[src/rtl/encoder_seq_pkg.sv]
// rtl/encoder_seq_pkg.sv - shared FSM state encoding and decoder constants
package encoder_seq_pkg;

    // Grant FSM: IDLE waits for a pending bit, GRANT presents an index until ack.
    typedef enum logic {
        ST_IDLE  = 1'b0,
        ST_GRANT = 1'b1
    } state_e;

    // Reference decoder geometry used for round-trip checks of the encoded index.
    localparam int DEC_N = 4;
    localparam int DEC_W = 2;

    // Behavioural index-to-one-hot decoder, the inverse of the priority encoder.
    function automatic logic [DEC_N-1:0] decoder_behav(input logic [DEC_W-1:0] idx);
        logic [DEC_N-1:0] oh;
        oh      = '0;
        oh[idx] = 1'b1;
        return oh;
    endfunction

endpackage

[src/rtl/encoder_seq_if.sv]
// rtl/encoder_seq_if.sv - request/grant bus between producer and encoder_seq
interface encoder_seq_if #(
    parameter int N = 4,
    parameter int W = $clog2(N)
) ();
    logic [N-1:0] req;
    logic         ack;
    logic [W-1:0] out;
    logic         valid;
    logic         more;
    logic [N-1:0] pending;

    // Requester/consumer side: raises requests and acknowledges grants.
    modport master (
        output req,
        output ack,
        input  out,
        input  valid,
        input  more,
        input  pending
    );

    // Encoder side: collects requests and presents granted indices.
    modport slave (
        input  req,
        input  ack,
        output out,
        output valid,
        output more,
        output pending
    );
endinterface

[src/rtl/encoder_seq_prio_enc.sv]
// rtl/encoder_seq_prio_enc.sv - combinational highest-set-bit priority encoder
module prio_enc #(
    parameter int N = 4,
    parameter int W = $clog2(N)
) (
    input  logic [N-1:0] vec,
    output logic [W-1:0] idx,
    output logic         any
);

    // Scan upward so the highest set bit is the last to write idx.
    always_comb begin
        idx = '0;
        any = 1'b0;
        for (int i = 0; i < N; i++) begin
            if (vec[i]) begin
                idx = W'(i);
                any = 1'b1;
            end
        end
    end

endmodule

[src/rtl/encoder_seq.sv]
// rtl/encoder_seq.sv - sticky request collector granting highest-priority index
module encoder_seq
    import encoder_seq_pkg::*;
#(
    parameter int N = 4,
    parameter int W = $clog2(N)
) (
    input  logic              clk,
    input  logic              rst_n,
    encoder_seq_if.slave      bus
);

    state_e       state_q, state_d;
    logic [N-1:0] pending_q, pending_d;
    logic [W-1:0] out_q, out_d;

    logic [N-1:0] grant_oh;
    logic [N-1:0] clear;
    logic [W-1:0] enc_idx;
    logic         enc_any;
    logic         valid;
    logic         more;

    // Highest pending bit is searched on the registered vector only.
    prio_enc #(
        .N (N),
        .W (W)
    ) u_prio_enc (
        .vec (pending_q),
        .idx (enc_idx),
        .any (enc_any)
    );

    // State, pending and granted-index registers.
    always_ff @(posedge clk or negedge rst_n) begin
        if (!rst_n) begin
            state_q   <= ST_IDLE;
            pending_q <= '0;
            out_q     <= '0;
        end else begin
            state_q   <= state_d;
            pending_q <= pending_d;
            out_q     <= out_d;
        end
    end

    // Pending update: acknowledged grant clears its bit, new requests win over the clear.
    always_comb begin
        grant_oh  = {{(N-1){1'b0}}, 1'b1} << out_q;
        clear     = (valid && bus.ack) ? grant_oh : '0;
        pending_d = (pending_q & ~clear) | bus.req;
    end

    // Next-state logic; the index is latched only on entry to GRANT so it holds until ack.
    always_comb begin
        state_d = state_q;
        out_d   = out_q;
        case (state_q)
            ST_IDLE: begin
                if (enc_any) begin
                    state_d = ST_GRANT;
                    out_d   = enc_idx;
                end
            end
            ST_GRANT: begin
                if (bus.ack) begin
                    state_d = ST_IDLE;
                end
            end
            default: state_d = ST_IDLE;
        endcase
    end

    // Outputs decoded purely from registers.
    always_comb begin
        valid = (state_q == ST_GRANT);
        more  = valid && (|(pending_q & ~grant_oh));
    end

    assign bus.valid   = valid;
    assign bus.more    = more;
    assign bus.out     = out_q;
    assign bus.pending = pending_q;

endmodule

[src/flat_wrapper.sv]
// flat-port wrapper written by rule: the top's interface ports become plain ports
module encoder_seq_flat import encoder_seq_pkg::*;
#(
    parameter int N = 4,
    parameter int W = $clog2(N)
)
  (clk, rst_n, bus_req, bus_ack, bus_out, bus_valid, bus_more, bus_pending);
  encoder_seq_if #(.N(N), .W(W)) bus_i ();
  input  logic clk;
  input  logic rst_n;
  input wire logic [$bits(bus_i.req)-1:0] bus_req;
  input wire logic [$bits(bus_i.ack)-1:0] bus_ack;
  output wire logic [$bits(bus_i.out)-1:0] bus_out;
  output wire logic [$bits(bus_i.valid)-1:0] bus_valid;
  output wire logic [$bits(bus_i.more)-1:0] bus_more;
  output wire logic [$bits(bus_i.pending)-1:0] bus_pending;
  assign bus_i.req = bus_req;
  assign bus_i.ack = bus_ack;
  assign bus_out = bus_i.out;
  assign bus_valid = bus_i.valid;
  assign bus_more = bus_i.more;
  assign bus_pending = bus_i.pending;
  encoder_seq #(.N(N), .W(W)) u_core (.clk(clk), .rst_n(rst_n), .bus(bus_i));
endmodule
[config.mk]
export PLATFORM = sky130hd
export DESIGN_NAME = encoder_seq_flat
export DESIGN_NICKNAME = d
export VERILOG_FILES = /design/src/rtl/encoder_seq_pkg.sv /design/src/rtl/encoder_seq_if.sv /design/src/rtl/encoder_seq_prio_enc.sv /design/src/rtl/encoder_seq.sv /design/src/flat_wrapper.sv
export SDC_FILE = /design/constraint.sdc
export NUM_CORES = 1
export LEC_CHECK = 0
export CAP_MARGIN = 20
export CORE_AREA = 2 2 39 41
export DETAILED_ROUTE_END_ITERATION = 16
export DIE_AREA = 0 0 41 43
export SYNTH_ARGS = -nofsm -noshare
export SYNTH_HDL_FRONTEND = slang
export SYNTH_HIERARCHICAL = 1
export SYNTH_SLANG_ARGS = --single-unit
[constraint.sdc]
create_clock -name clk -period 2.31 [get_ports clk]
set_clock_uncertainty 0.2 [all_clocks]
set_input_delay 0.3465 -clock clk [delete_from_list [all_inputs] [get_ports clk]]
set_output_delay 0.3465 -clock clk [all_outputs]
set_load 0.1 [all_outputs]
Word level (Yosys, flattened, before mapping)
Index checks and enable logic that the tools add are counted.

Bits of input ports: 7. Logic and storage cells: 25. Output and inout port bits: 8. Bits in registers: 7.

Shift-type cells: 1. Muxes and demuxes: 11. Bitwise operators: 6. Reduce and logical (&&, ||, !) cells: 4.

Operator list (count): $and A4 B4 Y4 (2); $not A4 Y4 (2); $mux W1 (7); $mux W2 (2); $mux W4 (1); $or A4 B4 Y4 (1); $reduce_or A4 Y1 (1); $shl A1 B2 Y4 const A (1); $logic_and A1 B1 Y1 (2); $pmux W1 S2 (1); $reduce_and A2 Y1 (1); $not A1 Y1 (1).

Longest topological paths before layout
Gate-level depths: netlist of the first run.

Depth after elaboration: 6. Depth in mapped cells: 4. Mapped depth without buffers: 4.

Modules after synthesis
Netlist of the first run, hierarchy kept.

Modules (own cells, without submodules): encoder_seq (area each 336.6 um^2, cells an instance 29, sequential area each 175.2 um^2, times used 1); prio_enc (area each 23.8 um^2, cells an instance 4, sequential area each 0.0 um^2, times used 1).

Worst setup path after synthesis of the first run
Ideal clock, no wire load.

Kind: reg-to-output. Start: register u_core.out_q[1], in the netlist u_core/bus.out[1]. End: output port bus_more. Buffers on the path: 1. Cell stages (with the launch flop): 5. Arrival time: 2.274 ns. Path slack: -0.510 ns. Cell sequence: dfrtp_1 buf_2 nor2_1 a32oi_1 o221a_1.

Word-level cells in the longest chain between the ends: 5.

RTL lines: start, declared (line encoder_seq.sv:15) `logic [W-1:0] out_q, out_d;`; start signal, assigned (line encoder_seq.sv:43) `out_q <= out_d;`; $shl A1 B2 Y4 (line encoder_seq.sv:49) `grant_oh = {{(N-1){1'b0}}, 1'b1} << out_q;`; $not A4 Y4 (line encoder_seq.sv:77) `more = valid && (|(pending_q & ~grant_oh));`; $and A4 B4 Y4 (line encoder_seq.sv:77); $reduce_or A4 Y1 (line encoder_seq.sv:77); $logic_and A1 B1 Y1 (line encoder_seq.sv:77); end, declared (line flat_wrapper.sv:15) `output wire logic [$bits(bus_i.more)-1:0] bus_more;`.

No other way between the ends.

Worst setup path in the final report of the first run
Start: register u_core.out_q[0], in the netlist u_core/bus.out[0]. End: output port bus_more.

Same word-level chain as after synthesis.

==> Flow_metrics.wiki, run 1 <==
{| class="wikitable"
! Metric !! Value
|-
| Per-instance average area after synthesis || ~11 um2
|-
| Number of clock buffers inserted by TritonCTS || 3
|-
| Initial Utilization || a little over a quarter
|-
| Met3 capacity usage during global routing || under 10%
|-
| Number of antenna violations at the first check in global routing || 0
|-
| RD Place Congestion || 0.680
|-
| Global-route wire length before repair || roughly 1200 um
|-
| Antenna-violating nets left || 0
|-
| Setup crit end || bus_more
|-
| # diodes || 0
|-
| Register-to-Register Path Depth || 4
|-
| Synth Cell Area || about 360 um2
|-
| Root Buffer || sky130_fd_sc_hd__clkbuf_4
|-
| Peak supply drop || approximately 0.27 mV
|-
| Worst Tran Pin Value || between 0.3 and 0.4 ns
|-
| Run status || complete, no violations
|-
| Beginning of the critical path || u_core/bus.out[0]
|-
| Fraction of met1 tracks used by global routing || ~14%
|-
| Met2 track demand over resource || approximately 15%
|-
| Post-layout min period || 1.99 ns
|-
| Flop and latch count out of synthesis || 7
|-
| Yosys warns || 6
|-
| Y dimension of the die || ~43 um
|-
| Largest net degree at the start of global routing || 10
|-
| DRC violation count after routing || 0
|-
| Layout cell share with drive strength beyond 1 || between 30% and 40%
|-
| Endpoint type of the worst setup path || output port
|-
| Flop-to-flop setup slack || roughly 0.5 ns
|-
| Setup TNS || 0 ns
|-
| Cts-stage hold buffer count || 0
|-
| Number of hold-slack violations in the final timing report || 0
|-
| Class of the most critical hold timing path || in -> async
|-
| Core Box Area || around 0.0014 mm2
|-
| Ratio of routed vias to standard cells || 4.71
|-
| Highest clock rate || about 0.5 GHz
|-
| Remaining Overflow, GRT || 0
|-
| Placed wire-length estimate || approximately 640 um
|-
| Area delta synth->final || 46.5%
|-
| Floorplan row count || 14
|-
| Number of distinct standard cells referenced by the synthesized netlist || 22
|-
| PD cells || just over 700 mW/mm2
|-
| Sinks on the clock net || 7
|-
| Total number of vias || about 310
|-
| Overall global routing resource usage || a little over a tenth
|-
| Total setup violations reported at the end of the flow || 0
|-
| Proportion of synthesized chip area in sequential cells || between 40% and 50%
|-
| PortBufs || 14
|-
| Data required, critical path || about 1.8 ns
|-
| Maximum buffer depth of the clock tree || 2
|-
| RSZ-0062 raised after global routing || false
|-
| Cts repair resizes || 0
|-
| Worst endpoint data arrival time || between 1 and 1.5 ns
|-
| Initial DRC Count || 5
|-
| Top Ports || 15
|-
| Detailed-route wire length per cell || roughly 12 um
|-
| Via count of the first global-routing pass || about 300
|-
| CTS H-Tree Depth || 1
|-
| Synthesized netlist net count || 40
|-
| Utilization of the core after routing || about two fifths
|-
| End of the worst register-to-register path || u_core/bus.out[1]
|-
| Fin. max-slew vios || 0
|-
| Clk pin slew, worst setup/hold paths || around 0.050 ns
|-
| Startpoint type of the worst setup path || flip-flop
|-
| Die Width || between 40 and 50 um
|-
| Most used routing layer || met2
|-
| Worst-Skew Late Latency || between 0.2 and 0.25 ns
|-
| Total Die Area || 0.00176 mm2
|-
| Cell count after synthesis || 33
|-
| Final Routed Wirelength || between 800 and 900 um
|-
| Top library cells by usage in the layout, fill and taps aside || sky130_fd_sc_hd__buf_4, sky130_fd_sc_hd__clkdlybuf4s50_1, sky130_fd_sc_hd__dfrtp_2
|-
| Maximum net fanout on the critical path || 9
|-
| Launch point of the worst reg-to-reg path || u_core/bus.pending[2]
|-
| Number of nets in the layout || between 50 and 60
|-
| Most frequent standard cell in the layout excluding fill and tap cells || sky130_fd_sc_hd__buf_4
|-
| Max-cap viol count || 0
|-
| First-pass detailed-route iteration total || 4
|-
| Critical setup path kind || reg -> out
|-
| Number of buffers added for setup after CTS || 0
|-
| Final period util || between 80% and 90%
|-
| Headroom to the max-slew limit || 78.9%
|-
| Static power due to leakage || 0.200 nW
|-
| TritonCTS clock tree || done
|}
==> cell type report <==
cell class	count	area (um2)
fillers	140	856
flip-flops and latches	7	180
multi-input cells	23	165
repair buffers	14	133
clock buffers	4	26.3
well taps	16	20.0
inverters	1	3.75
==> worst max-delay path, cell delays in order (launching register included) <==
cell and delay (ns):
sky130_fd_sc_hd__dfrtp_2 0.46, sky130_fd_sc_hd__mux2i_1 0.13, sky130_fd_sc_hd__a32oi_1 0.19, sky130_fd_sc_hd__o221a_2 0.25, sky130_fd_sc_hd__buf_12 0.17
==> stage by stage <==
| step | cell area [um2] | setup WS (ns) | power (mW) | std cells | hold WS [ns] |
|---|---|---|---|---|---|
| floorplan | 365 | 0.000212 | 0.240 | 33 | -0.149 |
| global placement | 502 | 0.524 | 0.271 | 61 | 0.352 |
| detailed placement | 502 | 0.512 | 0.272 | 61 | 0.354 |
| CTS | 528 | 0.298 | 0.381 | 65 | 0.175 |
| global route | 528 | 0.234 | 0.390 | 65 | 0.200 |
| finish | 528 | 0.317 | 0.376 | 65 | 0.160 |
==> per-layer routing <==
metal	vias up	wire [um]
met5	-	0
met4	0	0
met3	0	77
met2	13	370
met1	141	354
li1	152	-
==> registers in the layout, summed over array words and instances, names as in the netlist <==
signal              count
u_core/bus.valid        1
u_core/bus.out          2
u_core/bus.pending      4
==> Yosys cell counts <==
cell / instances / area, um2
sky130_fd_sc_hd__a21o_1: 3 / 22.5
sky130_fd_sc_hd__nand3b_1: 1 / 7.51
sky130_fd_sc_hd__mux2_1: 2 / 22.5
sky130_fd_sc_hd__nand4b_1: 1 / 8.76
sky130_fd_sc_hd__inv_1: 1 / 3.75
sky130_fd_sc_hd__or3_1: 1 / 6.26
sky130_fd_sc_hd__dfrtp_1: 7 / 175
sky130_fd_sc_hd__nor2_1: 2 / 7.51
sky130_fd_sc_hd__or2_1: 1 / 6.26
sky130_fd_sc_hd__a32oi_1: 1 / 8.76
sky130_fd_sc_hd__o221a_1: 1 / 11.3
sky130_fd_sc_hd__nand4_1: 1 / 6.26
sky130_fd_sc_hd__nor2b_1: 1 / 6.26
sky130_fd_sc_hd__o21ai_0: 1 / 5.00
sky130_fd_sc_hd__o21a_1: 1 / 7.51
sky130_fd_sc_hd__nand3_1: 1 / 5.00
sky130_fd_sc_hd__buf_2: 1 / 5.00
sky130_fd_sc_hd__o31ai_1: 1 / 7.51
sky130_fd_sc_hd__nand2b_1: 2 / 12.5
sky130_fd_sc_hd__mux2i_1: 1 / 10.0
sky130_fd_sc_hd__buf_6: 1 / 11.3
sky130_fd_sc_hd__nand2_1: 1 / 3.75
==> cell families (layout without fill, tap and decap cells) <==
group	after synthesis	in the layout	share of synthesized area, %
and+or+nand+nor	12	12	19.4
AOI/OAI and AO/OA	8	8	17.4
DFF	7	7	48.6
muxes	3	3	9.03
buffers and inverters	3	19	5.55
==> how the worst min path moves through the flow <==
stage,start,end,depth (start not counted)
6_report,rst_n,u_core/bus.pending[3],1
3_3_place_gp,u_core/bus.pending[0],u_core/bus.pending[0],2
5_1_grt,rst_n,u_core/bus.pending[2],1
3_5_place_dp,u_core/bus.pending[0],u_core/bus.pending[0],2
2_1_floorplan,rst_n,u_core/bus.out[0],0
4_1_cts,rst_n,u_core/bus.pending[3],1
==> power by group <==
part	switching [mW]	internal [mW]
registers	0.0158	0.132
clock network	0.0415	0.0657
logic	0.0844	0.0367
Power figures use the tool's default switching activity.
==> run 2: changes to the inputs <==
- PLACE_DENSITY: default -> 0.56
==> Flow_metrics.wiki, run 2 (synthesis results as in run 1) <==
{| class="wikitable"
! Metric !! Value
|-
| Setup TNS || 0 ns
|-
| Max FFs per register || 4
|-
| Beginning of the critical path || u_core/bus.out[0]
|-
| Cts repair resizes || 0
|-
| Worst Path Buf+Inv || 1
|-
| Slowest cell delay on critical path || around 0.44 ns
|-
| Data required, critical path || roughly 1.8 ns
|-
| PortBufs || 14
|-
| CTS H-Tree Depth || 1
|-
| Critical setup path kind || reg -> out
|-
| RSZ-0062 raised after global routing || false
|-
| Floorplan row count || 14
|-
| Endpoint type of the worst setup path || output port
|-
| Number of hold-slack violations in the final timing report || 0
|-
| Layout cell share with drive strength beyond 1 || roughly 33%
|-
| PD cells || slightly above 700 mW/mm2
|-
| Worst Tran Pin Value || 0.318 ns
|-
| Number of placed instances with taps included || between 60 and 70
|-
| Maximum buffer depth of the clock tree || 2
|-
| Peak supply drop || approximately 0.28 mV
|-
| Overall global routing resource usage || around 10%
|-
| Max-cap viol count || 0
|-
| Root Buffer || sky130_fd_sc_hd__clkbuf_4
|-
| Combined flip-flop and latch cell area || approximately 180 um2
|-
| Number of buffers added for setup after CTS || 0
|-
| Setup crit end || bus_more
|-
| Cts-stage hold buffer count || 0
|-
| Fin. max-slew vios || 0
|-
| Remaining Overflow, GRT || 0
|-
| TritonCTS clock tree || done
|-
| Register-to-Register Path Depth || 4
|-
| Core Box Area || 0.00138 mm2
|-
| Run status || complete, no violations
|-
| Initial Utilization || a little over a quarter
|-
| DRC violation count after routing || 0
|-
| Largest net degree at the start of global routing || 10
|-
| Final period util || roughly 87%
|-
| RD Place Congestion || roughly 0.71
|-
| Number of antenna violations at the first check in global routing || 0
|-
| Total Die Area || 0.00176 mm2
|-
| Total setup violations reported at the end of the flow || 0
|-
| Cell with the largest stage delay on the worst path || sky130_fd_sc_hd__dfrtp_2
|-
| Initial DRC Count || 2
|-
| Headroom to the max-slew limit || between 70 and 80%
|-
| Global-route wire length before repair || around 1100 um
|-
| Maximum net fanout on the critical path || 9
|-
| Highest clock rate || 0.499 GHz
|-
| Worst endpoint data arrival time || roughly 1.5 ns
|-
| Ratio of routed vias to standard cells || approximately 4.8
|-
| Worst-Skew Late Latency || ~0.25 ns
|-
| Die Width || 41 um
|-
| End of the worst register-to-register path || u_core/bus.out[1]
|-
| Clk pin slew, worst setup/hold paths || 0.06 ns
|-
| Footprint of the multi-input gates || 165 um2
|-
| Cell family contributing the most delay on the critical path || flip-flops
|-
| Class of the most critical hold timing path || in -> async
|-
| Final Non-Filler Cells || 65
|-
| Number of clock buffers inserted by TritonCTS || 3
|-
| # diodes || 0
|-
| Final Routed Wirelength || around 750 um
|-
| Area delta synth->final || 46.5%
|-
| Detailed-route wire length per cell || approximately 12 um
|-
| Layout filler cell count || roughly 140
|-
| Y dimension of the die || ~43 um
|-
| Top Ports || 15
|-
| Most frequent standard cell in the layout excluding fill and tap cells || sky130_fd_sc_hd__buf_4
|-
| Critical path cell sequence || mux2i_1 > a32oi_1 > o221a_2 > buf_12
|-
| Via count of the first global-routing pass || between 200 and 300
|-
| Antenna-violating nets left || 0
|-
| First-pass detailed-route iteration total || 2
|-
| Number of cells on the critical path || 4
|-
| Top library cells by usage in the layout, fill and taps aside || sky130_fd_sc_hd__buf_4, sky130_fd_sc_hd__clkdlybuf4s50_1, sky130_fd_sc_hd__dfrtp_2
|-
| Launch point of the worst reg-to-reg path || u_core/bus.pending[2]
|-
| Static power due to leakage || between 0.15 and 0.2 nW
|-
| Startpoint type of the worst setup path || flip-flop
|-
| Number of nets in the layout || 57
|-
| Total number of vias || between 300 and 400
|-
| Flop-to-flop setup slack || ~0.5 ns
|-
| Post-layout min period || between 2 and 2.5 ns
|-
| Sinks on the clock net || 7
|}
## run 2: worst min-delay path by stage
stage                     startpoint                    end
2_1_floorplan                  rst_n      u_core/bus.out[0]
3_3_place_gp   u_core/bus.pending[0]  u_core/bus.pending[0]
3_5_place_dp   u_core/bus.pending[2]  u_core/bus.pending[2]
4_1_cts                        rst_n  u_core/bus.pending[3]
5_1_grt                        rst_n  u_core/bus.pending[3]
6_report                       rst_n  u_core/bus.pending[3]
## run 2: worst register-to-register path, cell delays in order, from the launching register on
cell and delay [ns]:
sky130_fd_sc_hd__dfrtp_1 0.41, sky130_fd_sc_hd__or2_1 0.25, sky130_fd_sc_hd__or3_1 0.32, sky130_fd_sc_hd__nor2b_1 0.16
sky130_fd_sc_hd__mux2_1 0.33
## run 2: layout make-up
cell class / count / share of cell area (%)
tap: 16 / 3.79
sequential: 7 / 34.1
clock buffer: 4 / 4.98
multi-input combinational: 23 / 31.3
timing repair buffer: 14 / 25.1
inverter: 1 / 0.711
## run 2: metrics by stage
step           power, mW  worst slack [ns]  utilization, %  instance area, um2  hold slack, ns
2_1_floorplan      0.240          0.000212               -                 365          -0.149
3_3_place_gp       0.272             0.527            36.3                 502           0.352
3_5_place_dp       0.271             0.527            36.3                 502           0.350
4_1_cts            0.382             0.317            38.2                 528           0.163
5_1_grt            0.398             0.259            38.2                 528           0.164
6_report           0.378             0.308            38.2                 528           0.153
## run 2: layer usage
metal  track usage (%)  share of wire [%]  wire length (um)
met3              3.14                6.9                52
met1              13.0                 44               332
met2              13.1                 47               352
met4              10.0                1.5                11
met5                 0                  0                 0
## run 2: power by group
part,switching [mW],internal (mW),total [mW]
Sequential,0.0159,0.132,0.148
Clock,0.0437,0.0659,0.110
Combinational,0.0838,0.0367,0.120
==> run 3: changes to the inputs <==
- SETUP_SLACK_MARGIN: default -> 0.05
==> Flow_metrics.wiki, run 3 (synthesis results as in run 1) <==
{| class="wikitable"
! Metric !! Value
|-
| Run status || complete, no violations
|-
| Placed wire-length estimate || about 560 um
|-
| Total number of vias || approximately 310
|-
| Critical setup path kind || reg -> out
|-
| Floorplan row count || 14
|-
| Post-Route Hold Slack || 0.163 ns
|-
| Clk pin slew, worst setup/hold paths || roughly 0.050 ns
|-
| Endpoint type of the worst setup path || output port
|-
| Layout cell share with drive strength beyond 1 || between 30% and 40%
|-
| Class of the most critical hold timing path || in -> async
|-
| Ratio of routed vias to standard cells || roughly 4.8
|-
| Top Ports || 15
|-
| Footprint of the multi-input gates || roughly 170 um2
|-
| Overall global routing resource usage || 11.4%
|-
| Total Die Area || 0.00176 mm2
|-
| First-pass detailed-route iteration total || 4
|-
| CTS H-Tree Depth || 1
|-
| Total setup violations reported at the end of the flow || 0
|-
| Net switching component of the power || approximately 0.14 mW
|-
| Number of antenna violations at the first check in global routing || 0
|-
| Largest net degree at the start of global routing || 10
|-
| Cell family contributing the most delay on the critical path || flip-flops
|-
| Flop-to-flop setup slack || 0.51 ns
|-
| Setup crit end || bus_more
|-
| Detailed-route wire length per cell || approximately 12 um
|-
| Portion of total power attributed to sequential cells || 39.3%
|-
| Number of cells on the critical path || 4
|-
| TritonCTS clock tree || done
|-
| Remaining Overflow, GRT || 0
|-
| Cts-stage hold buffer count || 0
|-
| Fraction of power consumed by combinational cells || between 30% and 40%
|-
| Cell with the largest stage delay on the worst path || sky130_fd_sc_hd__dfrtp_2
|-
| Post-layout min period || between 2 and 2.5 ns
|-
| Critical path cell sequence || mux2i_1 > a32oi_1 > o221a_2 > buf_12
|-
| Sinks on the clock net || 7
|-
| Maximum buffer depth of the clock tree || 2
|-
| PortBufs || 14
|-
| Worst Tran Pin Value || 0.326 ns
|-
| Number of hold-slack violations in the final timing report || 0
|-
| Worst endpoint data arrival time || approximately 1.5 ns
|-
| RSZ-0062 raised after global routing || false
|-
| Cts repair resizes || 0
|-
| Max FFs per register || 4
|-
| Fin. max-slew vios || 0
|-
| Number of nets in the layout || 57
|-
| # diodes || 0
|-
| Die Width || between 40 and 50 um
|-
| Max-cap viol count || 0
|-
| Static power due to leakage || 0.199 nW
|-
| Register-to-Register Path Depth || 4
|-
| Most frequent standard cell in the layout excluding fill and tap cells || sky130_fd_sc_hd__buf_4
|-
| Startpoint type of the worst setup path || flip-flop
|-
| Final period util || between 80% and 90%
|-
| Initial Utilization || a little over a quarter
|-
| Internal power || around 0.23 mW
|-
| Clock Power Share || roughly 29%
|-
| DRC violation count after routing || 0
|-
| Headroom to the max-slew limit || slightly below 80%
|-
| Worst-Skew Late Latency || ~0.25 ns
|-
| Setup TNS || 0 ns
|-
| Root Buffer || sky130_fd_sc_hd__clkbuf_4
|-
| Final Routed Wirelength || between 700 and 800 um
|-
| Data required, critical path || roughly 1.8 ns
|-
| Global-route wire length before repair || 1290 um
|-
| Beginning of the critical path || u_core/bus.out[0]
|-
| Antenna-violating nets left || 0
|-
| Combined flip-flop and latch cell area || between 150 and 200 um2
|-
| Layout filler cell count || around 150
|-
| Initial DRC Count || 5
|-
| Y dimension of the die || roughly 43 um
|-
| Switching part of the total power || between 30% and 40%
|-
| Launch point of the worst reg-to-reg path || u_core/bus.pending[2]
|-
| Core Box Area || 0.00138 mm2
|-
| Highest clock rate || roughly 0.49 GHz
|-
| Via count of the first global-routing pass || around 300
|-
| End of the worst register-to-register path || u_core/bus.out[1]
|-
| Maximum net fanout on the critical path || 9
|-
| Peak supply drop || 0.225 mV
|-
| Slowest cell delay on critical path || 0.44 ns
|-
| Top library cells by usage in the layout, fill and taps aside || sky130_fd_sc_hd__buf_4, sky130_fd_sc_hd__clkdlybuf4s50_1, sky130_fd_sc_hd__dfrtp_2, sky130_fd_sc_hd__clkbuf_4, sky130_fd_sc_hd__a21o_1
|-
| Number of buffers added for setup after CTS || 0
|-
| Area delta synth->final || 46.9%
|-
| RD Place Congestion || 0.703
|-
| Worst Path Buf+Inv || 1
|-
| PD cells || 713 mW/mm2
|-
| Number of clock buffers inserted by TritonCTS || 3
|}
==> run 3: cell types whose count changed in the layout (fill, tap and decap cells not counted) <==
cell / previous run / this run
sky130_fd_sc_hd__dfrtp_1: 3 / 2
sky130_fd_sc_hd__dfrtp_2: 4 / 5
==> run 3: through the flow <==
step | setup WS [ns] | power (mW) | cells | area [um2] | util (%)
floorplan | 0.0561 | 0.240 | 33 | 367 | -
finish | 0.290 | 0.378 | 65 | 529 | 38.2
global route | 0.211 | 0.401 | 65 | 529 | 38.2
global placement | 0.529 | 0.272 | 61 | 503 | 36.3
CTS | 0.297 | 0.386 | 65 | 529 | 38.2
detailed placement | 0.523 | 0.272 | 61 | 503 | 36.3
==> run 3: metal layers <==
| metal | routed length [um] | up-vias | track usage [%] |
|---|---|---|---|
| met4 | 11 | 0 | 10.0 |
| met1 | 364 | 148 | 13.2 |
| met5 | 0 | - | 0 |
| met2 | 357 | 10 | 15.3 |
| li1 | - | 151 | - |
| met3 | 48 | 2 | 4.71 |
==> run 3: cell type report <==
| class | count | share of cell area (%) |
|---|---|---|
| Sequential cell | 7 | 34.3 |
| Multi-Input combinational cell | 23 | 31.2 |
| Timing Repair Buffer | 14 | 25.1 |
| Clock buffer | 4 | 4.96 |
| Tap cell | 16 | 3.78 |
| Inverter | 1 | 0.709 |
==> run 3: how the worst min path moves through the flow <==
stage | startpoint | to | cells past startpoint
after floorplan | rst_n | u_core/bus.out[0] | 0
after global placement | u_core/bus.pending[3] | u_core/bus.pending[3] | 1
after detailed placement | u_core/bus.pending[3] | u_core/bus.pending[3] | 1
after CTS | rst_n | u_core/bus.pending[2] | 1
after global routing | rst_n | u_core/bus.valid | 1
final | rst_n | u_core/bus.pending[2] | 1
==> run 3: power by group through the flow <==
stage | Combinational, mW | Sequential [mW] | Clock, mW
finish | 0.121 | 0.148 | 0.109
global route | 0.125 | 0.151 | 0.125
CTS | 0.122 | 0.148 | 0.116
detailed placement | 0.121 | 0.150 | 0
global placement | 0.121 | 0.150 | 0
floorplan | 0.0380 | 0.202 | 0
==> patch (config.mk and constraints of run 1) <==
`N` is set to 4 in 4 places; all go to 8.
--- a/src/rtl/encoder_seq_if.sv
+++ b/src/rtl/encoder_seq_if.sv
@@ -1,5 +1,5 @@
 // rtl/encoder_seq_if.sv - request/grant bus between producer and encoder_seq
 interface encoder_seq_if #(
-    parameter int N = 4,
+    parameter int N = 8,
     parameter int W = $clog2(N)
 ) ();
--- a/src/rtl/encoder_seq_prio_enc.sv
+++ b/src/rtl/encoder_seq_prio_enc.sv
@@ -1,5 +1,5 @@
 // rtl/encoder_seq_prio_enc.sv - combinational highest-set-bit priority encoder
 module prio_enc #(
-    parameter int N = 4,
+    parameter int N = 8,
     parameter int W = $clog2(N)
 ) (
--- a/src/rtl/encoder_seq.sv
+++ b/src/rtl/encoder_seq.sv
@@ -3,5 +3,5 @@
     import encoder_seq_pkg::*;
 #(
-    parameter int N = 4,
+    parameter int N = 8,
     parameter int W = $clog2(N)
 ) (
--- a/src/flat_wrapper.sv
+++ b/src/flat_wrapper.sv
@@ -2,5 +2,5 @@
 module encoder_seq_flat import encoder_seq_pkg::*;
 #(
-    parameter int N = 4,
+    parameter int N = 8,
     parameter int W = $clog2(N)
 )
Interface: changed (resized bus_out, bus_pending and bus_req); port bits go from 15 to 24. The function was not compared with the original's and may differ.
==> patch against run 1 <==
The run now ends with setup timing left; power grew 140%; first-iteration DRC count grew to 4.4 times the old value; routed wire length grew 130%; critical path depth is the same; area after synthesis grew 92%; maximum frequency shrank 15%; cell area grew 92%; sequential cell count grew 5; hold slack gained 0.051 ns; count of clock-buffer cells in the layout is the same; worst setup slack lost 0.34 ns; critical path type unchanged; critical endpoint unchanged; largest cell class is now multi-input combinational cells; highest routed layer is now met4.
==> patch: results (changes against run 1) <==
- Status: complete, but fails checks
- Failing checks: setup timing
- Syn Nets: 79 (+98%)
- Drt pass-1 iters: 4 (unchanged)
- Relative slew slack: 62.7% (-16 points)
- Fillcell total: 109 (-22%)
- DRT Wirelength: 1870 microns (+130%)
- DP Area: 933 sq um (+86%)
- Vias in the first global route: 619 (+110%)
- Input/output buffers: 23 (+9)
- Setup_tns: -0.0226 ns (-0.0226 ns)
- Synth top cells by count: 12 x dfrtp_1, 10 x nand2b_1, 6 x o21ai_0
- Met2 Wirelength: 869 microns (+130%)
- Post-synthesis sequential area ratio: 43.3% (-5.3 points)
- Met2 Usage GRT: 36.3% (+21 points)
- Met3 WL: 167 microns (+120%)
- Share of layout cells above drive strength 1: 42.9% (+10 points)
- Met3 usage: 6.28% (+3.1 points)
- Gr usage total: 24.8% (+14 points)
- Final std cells w/o fill: 114 (+75%)
- GPL Wtd Cong: 0.804 (+18%)
- DP HPWL: 1220 microns (+91%)
- Via density: 6.11 (+30%)
- CP arrival: 1.79 ns (+0.34 ns)
- Wl on met1: 775 microns (+120%)
- Top cells by area, synth: dfrtp_1 43%, nand2b_1 9.0%, mux2_2 4.9%, o21ai_0 4.3%, o221ai_2 4.3%
- Clock-pin slew on the worst setup and hold paths: 0.09 ns (+0.04 ns)
- Clock Latency Late Sink: 0.29 ns (+0.05 ns)
- H-tree levels: 1 (unchanged)
- Starting DRT DRC Count: 22 (+17)
- Netlist cell types: 27 (+23%)
- GR Util met1: 32.1% (+18 points)
- Uppermost layer routed: met4
- Setup violators final: 1 (+1)
- Worst vdd ir: 0.000657 V (+140%)
- Final worst setup slack: -0.0226 ns (-0.339 ns)
- Dpl ws: 0.192 ns (-0.320 ns)
- Syn_area_per_cell: 10.2 sq um (-6.6%)
- Largest register FFs: 8 (+4)
- First-pass GRT wire length: 2840 microns (+130%)
- Critical Path Fanout Max: 6 (-3)
- Largest net degree at the start of global routing: 13 (+3)
- Leak Pwr: 0.367 nW (+84%)
- Reg-to-reg critical path startpoint: u_core/bus.pending[5]
patch: final cells by class:
| class | instances | share of cell area [%] |
|---|---|---|
| Clock buffer | 4 | 2.59 |
| Timing Repair Buffer | 29 | 24.9 |
| Sequential cell | 12 | 31.4 |
| Multi-Input combinational cell | 50 | 38.1 |
| Inverter | 3 | 1.11 |
| Tap cell | 16 | 1.97 |
patch: worst paths after layout:
kind,to,slack (ns),depth (start not counted)
worst min-delay path,u_core/bus.pending[5],0.21,1
max in group asynchronous,u_core/bus.out[2],1.27,1
worst max register to register,u_core/bus.out[2],0.62,5
worst max-delay path,bus_more,-0.02,4
worst min register to register,u_core/bus.pending[1],0.41,2
min in group clk,u_core/bus.pending[6],0.41,2
patch: metrics by stage:
stage	hold slack, ns	power [W]	util (%)
global route	0.278	0.000932	73.4
floorplan	-0.149	0.000617	-
CTS	0.231	0.000892	70.8
detailed placement	0.385	0.000733	67.5
global placement	0.375	0.000729	67.5
finish	0.211	0.000906	73.4
patch: worst max-delay path: stages (launching register included):
cell	delay, ns
dfrtp_4	0.52
or4b_1	0.52
o221ai_2	0.11
a41oi_4	0.16
buf_12	0.19
patch: power breakdown:
part           switching, W  total (W)  internal (W)
sequential        0.0000387   0.000277      0.000239
clock             0.0000804   0.000148     0.0000672
combinational      0.000338   0.000481      0.000142
patch: cell families (layout without fill, tap and decap cells):
kind of cell / count (synthesis) / count (layout) / synth area share (%)
buffers and inverters: 6 / 36 / 5.59
muxes: 3 / 3 / 4.87
DFF: 12 / 12 / 43.3
and+or+nand+nor: 30 / 30 / 27.1
AOI/OAI and AO/OA: 17 / 17 / 19.1
patch: repair_timing:
action / in CTS / in global routing
setup endpoints to repair: 1 / 1
buffers inserted: 2 / 3
resized for setup: 2 / 2
pin swaps: 0 / 1
